### src/rtl/id_ex_stage.sv
// rtl/id_ex_stage.sv - ID/EX pipeline register with load-use bubble insertion; optional WB bypass via ID_EX_WB_BYPASS_EN
module id_ex_stage #(
  parameter int XLEN   = 32,
  parameter int CTRL_W = 16,
  parameter int PERF_W = 16
) (
  input  logic              clk,
  input  logic              reset_n,
  input  logic              id_valid,
  input  logic [XLEN-1:0]   id_pc,
  input  logic [4:0]        id_rs1_addr,
  input  logic [4:0]        id_rs2_addr,
  input  logic              id_rs1_used,
  input  logic              id_rs2_used,
  input  logic [4:0]        id_rd_addr,
  input  logic [XLEN-1:0]   id_imm,
  input  logic              id_mem_read,
  input  logic              id_reg_write,
  input  logic [CTRL_W-1:0] id_ctrl,
  input  logic [XLEN-1:0]   rf_rs1_data,
  input  logic [XLEN-1:0]   rf_rs2_data,
  input  logic              wb_wr_en,
  input  logic [4:0]        wb_rd_addr,
  input  logic [XLEN-1:0]   wb_wr_data,
  input  logic              ex_stall,
  input  logic              flush,
  output logic              id_stall,
  output logic              ex_valid,
  output logic [XLEN-1:0]   ex_pc,
  output logic [4:0]        ex_rs1_addr,
  output logic [4:0]        ex_rs2_addr,
  output logic [4:0]        ex_rd_addr,
  output logic [XLEN-1:0]   ex_rs1_data,
  output logic [XLEN-1:0]   ex_rs2_data,
  output logic [XLEN-1:0]   ex_imm,
  output logic              ex_mem_read,
  output logic              ex_reg_write,
  output logic [CTRL_W-1:0] ex_ctrl,
  output logic [PERF_W-1:0] perf_bubbles
);

  logic            lu_hazard;
  logic [XLEN-1:0] rs1_op;
  logic [XLEN-1:0] rs2_op;
  logic [XLEN-1:0] hold_rs1;
  logic [XLEN-1:0] hold_rs2;

  // A load in EX whose result a real ID instruction needs cannot be forwarded in time
  always_comb begin
    lu_hazard = id_valid && ex_valid && ex_mem_read && (ex_rd_addr != 5'd0) &&
                ((id_rs1_used && (id_rs1_addr == ex_rd_addr)) ||
                 (id_rs2_used && (id_rs2_addr == ex_rd_addr)));
    id_stall  = (lu_hazard || ex_stall) && !flush;
  end

`ifdef ID_EX_WB_BYPASS_EN
  // Register file is read-before-write, so same-cycle WB writes are merged here; x0 is hard zero
  always_comb begin
    rs1_op   = rf_rs1_data;
    rs2_op   = rf_rs2_data;
    hold_rs1 = ex_rs1_data;
    hold_rs2 = ex_rs2_data;
    if (id_rs1_addr == 5'd0)
      rs1_op = '0;
    else if (wb_wr_en && (wb_rd_addr == id_rs1_addr))
      rs1_op = wb_wr_data;
    if (id_rs2_addr == 5'd0)
      rs2_op = '0;
    else if (wb_wr_en && (wb_rd_addr == id_rs2_addr))
      rs2_op = wb_wr_data;
    if (wb_wr_en && (wb_rd_addr != 5'd0) && (wb_rd_addr == ex_rs1_addr))
      hold_rs1 = wb_wr_data;
    if (wb_wr_en && (wb_rd_addr != 5'd0) && (wb_rd_addr == ex_rs2_addr))
      hold_rs2 = wb_wr_data;
  end
`else
  logic unused_wb;
  assign unused_wb = ^{wb_wr_en, wb_rd_addr, wb_wr_data};

  // Operands pass straight through; the EX forwarding unit is responsible for WB results
  always_comb begin
    rs1_op   = rf_rs1_data;
    rs2_op   = rf_rs2_data;
    hold_rs1 = ex_rs1_data;
    hold_rs2 = ex_rs2_data;
  end
`endif

  // One action per edge: flush, then hold, then bubble, then capture
  always_ff @(posedge clk or negedge reset_n) begin
    if (!reset_n) begin
      ex_valid     <= 1'b0;
      ex_pc        <= '0;
      ex_rs1_addr  <= '0;
      ex_rs2_addr  <= '0;
      ex_rd_addr   <= '0;
      ex_rs1_data  <= '0;
      ex_rs2_data  <= '0;
      ex_imm       <= '0;
      ex_mem_read  <= 1'b0;
      ex_reg_write <= 1'b0;
      ex_ctrl      <= '0;
    end else if (flush || (!ex_stall && lu_hazard)) begin
      ex_valid     <= 1'b0;
      ex_mem_read  <= 1'b0;
      ex_reg_write <= 1'b0;
      ex_ctrl      <= '0;
    end else if (ex_stall) begin
      ex_rs1_data  <= hold_rs1;
      ex_rs2_data  <= hold_rs2;
    end else begin
      ex_valid     <= id_valid;
      ex_pc        <= id_pc;
      ex_rs1_addr  <= id_rs1_addr;
      ex_rs2_addr  <= id_rs2_addr;
      ex_rd_addr   <= id_rd_addr;
      ex_rs1_data  <= rs1_op;
      ex_rs2_data  <= rs2_op;
      ex_imm       <= id_imm;
      ex_mem_read  <= id_mem_read && id_valid;
      ex_reg_write <= id_reg_write && id_valid;
      ex_ctrl      <= id_ctrl;
    end
  end

  // Saturating count of bubbles actually inserted for load-use hazards
  always_ff @(posedge clk or negedge reset_n) begin
    if (!reset_n)
      perf_bubbles <= '0;
    else if (!flush && !ex_stall && lu_hazard && (perf_bubbles != '1))
      perf_bubbles <= perf_bubbles + 1'b1;
  end

endmodule

### config.mk
export PLATFORM = sky130hd
export DESIGN_NAME = id_ex_stage
export DESIGN_NICKNAME = d
export VERILOG_FILES = /design/src/rtl/id_ex_stage.sv
export SDC_FILE = /design/constraint.sdc
export NUM_CORES = 1
export LEC_CHECK = 0
export BUFFER_PORTS_ARGS = -buffer_cell sky130_fd_sc_hd__buf_4
export CAP_MARGIN = 10
export CORE_AREA = 2 2 148 150
export DETAILED_ROUTE_END_ITERATION = 10
export DIE_AREA = 0 0 150 152
export PLACE_DENSITY_LB_ADDON = 0.3
export REMOVE_ABC_BUFFERS = 1
export SLEW_MARGIN = 15
export SYNTH_ARGS = -nofsm -noshare
export SYNTH_HDL_FRONTEND = slang
export SYNTH_SLANG_ARGS = --single-unit
### constraint.sdc
create_clock -name clk -period 2.9 [get_ports clk]
set_clock_uncertainty 0.15 [all_clocks]
set_input_delay 0.29 -clock clk [delete_from_list [all_inputs] [get_ports clk]]
set_output_delay 0.29 -clock clk [all_outputs]
set_load 0.02 [all_outputs]
==> summary.txt <==
Floorplanning
  – Die Y: 152 um
  – Die area: 0.0228 sq mm
  – Core area: 0.0214 sq mm
  – Initial core utilization: 32.8%
  – # IOs: 385
  – Die X: 150 um
  – Rows: 54

Routing
  – Routed Antenna Nets: 0
  – Drt first-iter violations: 284
  – Vias per inst: 4.56
  – WL/cell: 16.9 um
  – Via count: 5714
  – Max layer used: met4
  – Wl on met1: 8280 um
  – Met3 routed WL: 1300 um
  – First-pass iteration count of the detailed router: 4
  – DRC viols: 0
  – Routed met2 length: 11000 um
  – DRT Wirelength: 21200 um

CTS
  – Reg clk slew, reported paths: 0.07 ns
  – Clk sinks: 178
  – Number of CTS-inserted buffers: 17
  – # Post-CTS Setup Buffers: 0
  – CTS HTree Levels: 4
  – CTS Buffer Depth: 2
  – Root Driver: clkbuf_16
  – Clock Latency Late Sink: 0.42 ns
  – CTS tree: built

Synthesis
  – Mapped Cells: 442
  – Primary FF master, synth: dfrtp_1
  – Yosys top cell area share: 63.6%
  – Post-synthesis register bit count: 178
  – Syn_area_per_cell: 15.8 sq um
  – Post-Synth Simple-Gate Area: 3.55%
  – Unique cell type count in the Yosys netlist: 28
  – Main combinational cell family by area after synthesis: multiplexers
  – Adder-Cell Fraction of Synth Area: 0.179%
  – Post-synthesis sequential area ratio: 63.6%
  – EDFF count, synth: 0
  – Area leader, netlist: dfrtp_1
  – Post-synthesis xor/xnor area fraction: 2.75%
  – Multiplexer share of the synthesized area: 23.5%
  – Synth warn: 0
  – Post-Syn Area: 0.00701 sq mm
  – Synth Area in Compound Gates: 3.57%
  – Area contributors post-synth: dfrtp_1 (64%), mux2_1 (22%), xnor2_1 (2.6%)
  – Async set-or-reset flop fraction in the synthesized netlist: 100%

Power and ir drop
  – Total internal power: 0.00493 W
  – Combinational share of power: 24.7%
  – Sequential power share: 42.1%
  – P_leak: 5.70 nW
  – Maximum VDD drop: 0.000361 V
  – PwrDens: 578 mW/mm^2
  – Switching part of the total power: 29.8%
  – Psw: 0.00209 W
  – Total power: 0.00703 W
  – Clock power frac: 33.2%

Flow run
  – Max-capacitance violation count: 0

Setup path
  – Setup crit end kind: primary output
  – R2R Setup Slk: 0.31 ns
  – Family with the most delay on the worst path: buffers and inverters
  – Nature of the critical path startpoint: primary input
  – Largest stage delay, worst path: 0.54 ns
  – Worst setup path category: in -> out
  – Slowest library cell on the worst path: dlygate4sd3_1
  – Worst Path Buf+Inv: 3
  – Reg2reg end: ex_mem_read$_DFFE_PN0P_
  – Critical path, cell by cell: dlygate4sd3_1 -> buf_4 -> xnor2_1 -> nand4_1 -> o22ai_4 -> nand2_1 -> a21oi_1 -> buf_4
  – Req. time, crit path: 2.46 ns
  – R2R cell count: 7
  – Reg2reg start: ex_rd_addr[3]$_DFFE_PN0P_
  – Most used cell, CP: buf_4
  – Crit path DAT: 2.34 ns
  – CP Max Fanout: 9

Global routing
  – Total Routing Usage GR: 18.6%
  – Initial antenna violation count: 1
  – First-pass GRT wire length: 33200 um
  – GRT Residual Overflow: 0
  – Vias in the first global route: 6115
  – Largest net degree at the start of global routing: 70

Final layout
  – Fin nets: 1166
  – Register area: 0.00445 sq mm
  – Area growth, synth to finish: 73.5%
  – Final core utilization: 56.9%
  – Layout cells sized above 1: 41.0%
  – Footprint of the multi-input gates: 0.00236 sq mm
  – # fillers: 1739

Timing
  – # setup viols final: 0
  – Post-route minimum period: 2.78 ns
  – Final Hold Fails: 0
  – Final period utilization: 95.8%
  – Max Slew Vio Count: 0
  – RSZ-0062 raised after global routing: no
  – Fmax: 360 MHz
  – Final setup margin: 0.122 ns
  – Slew @ Worst Pin: 0.657 ns
  – Relative slew slack: 56.2%

Hold path
  – Hold Startpoint: flush
  – HP Class: in -> reg
  – WHS Path Cells: 4
  – Hold Path Sink: ex_ctrl[3]$_DFFE_PN0P_

Outcome
  – Status: completed

Placed design
  – Place WS: 0.620 ns
  – Final Wtd Congestion: 0.798
  – HPWL Detailed: 14100 um
  – Port Buffers: 346
## cells by family after synthesis
group                      after synthesis
AOI/OAI and AO/OA                       26
xor gates and xnor gates                22
adders and majority gates                1
buffers and inverters                   24
DFF                                    178
muxes                                  146
and+or+nand+nor                         45
## layout by cell type, fill, tap and decap left out, types with 3 or more instances in the layout
cell type      count
clkbuf_16         17
buf_4            350
mux2_2             9
dlygate4sd3_1    165
nor2_1             4
inv_6              5
clkinv_4           3
buf_12             4
clkinv_8           3
nand3_1            7
and3_1             8
nand4_1           11
dfrtp_1          178
xnor2_1           21
a32o_1            18
nand2_1            7
mux2_1           137
and2_1             3
## tightest hold or removal path: cells and delay by family
| family | cells | cell delay (ns) |
|---|---|---|
| buffers and inverters | 2 | 0.28 |
| AOI/OAI and AO/OA | 1 | 0.21 |
| and+or+nand+nor | 1 | 0.03 |
## layer usage
metal  global-route usage, %  vias up
met5                       0        -
met4                    7.95        0
met3                    4.92       44
met2                    32.2      204
met1                    21.6     2829
li1                        -     2637
## synth_stat cells, drive strengths merged (2+ instances only)
master	count
and2	3
xnor2	21
nor2	4
buf	16
and4	2
a32o	18
mux2	146
dfrtp	178
nand2	7
clkbuf	6
inv	2
and3	8
nand3	7
a21oi	2
nand4	11
## layout make-up
type	count	share of cell area, %
flip-flops and latches	178	36.7
repair buffers	520	36.0
multi-input cells	240	19.4
clock buffers	18	3.61
well taps	280	2.88
clock inverters	14	1.38
inverters	2	0.0618
diodes	1	0.0206
## power groups by stage
stage,Combinational (W),Sequential (W),Clock (W)
4_1_cts,0.00175,0.00295,0.00242
6_report,0.00173,0.00296,0.00234
3_5_place_dp,0.00156,0.00300,0
2_1_floorplan,0.000315,0.00338,0
5_1_grt,0.00184,0.00300,0.00253
3_3_place_gp,0.00155,0.00299,0
## timing repair
| action | 4_1_cts | 5_1_grt |
|---|---|---|
| hold buffers | 165 | 0 |
| hold endpoints to repair | 224 | 0 |
| resized for setup | 0 | 1 |
| setup endpoints to repair | 0 | 1 |
## how the worst max path moves through the flow
| stage | from | to | slack, ns | depth (start not counted) |
|---|---|---|---|---|
| floorplan | ex_rd_addr[4]$_DFFE_PN0P_ | ex_rs1_addr[0]$_DFFE_PN0P_ | -3.28 | 5 |
| finish | id_rs2_addr[3] | id_stall | 0.12 | 8 |
| global placement | ex_rd_addr[0]$_DFFE_PN0P_ | ex_rs2_data[28]$_DFFE_PN0P_ | 0.62 | 5 |
| global route | id_rs1_addr[3] | id_stall | 0.03 | 8 |
| detailed placement | ex_rd_addr[0]$_DFFE_PN0P_ | ex_imm[1]$_DFFE_PN0P_ | 0.62 | 5 |
| CTS | id_valid | id_stall | 0.12 | 7 |
## stage by stage
step	TNS (ns)	hold WS, ns	instances	area, sq um
floorplan	-450.28	-0.156	420	6810
global placement	0	0.184	1055	9890
detailed placement	0	0.195	1055	9890
CTS	0	0.261	1252	12100
global route	0	0.281	1253	12200
finish	0	0.289	1253	12200
## registers in the layout, indices dropped and copies added, names as in the netlist
name / flops
ex_imm: 32
ex_pc: 32
ex_rs1_data: 32
ex_rs2_data: 32
ex_ctrl: 16
perf_bubbles: 16
ex_rd_addr: 5
ex_rs1_addr: 5
ex_rs2_addr: 5
ex_mem_read: 1
ex_reg_write: 1
ex_valid: 1
Power figures use the tool's default switching activity.
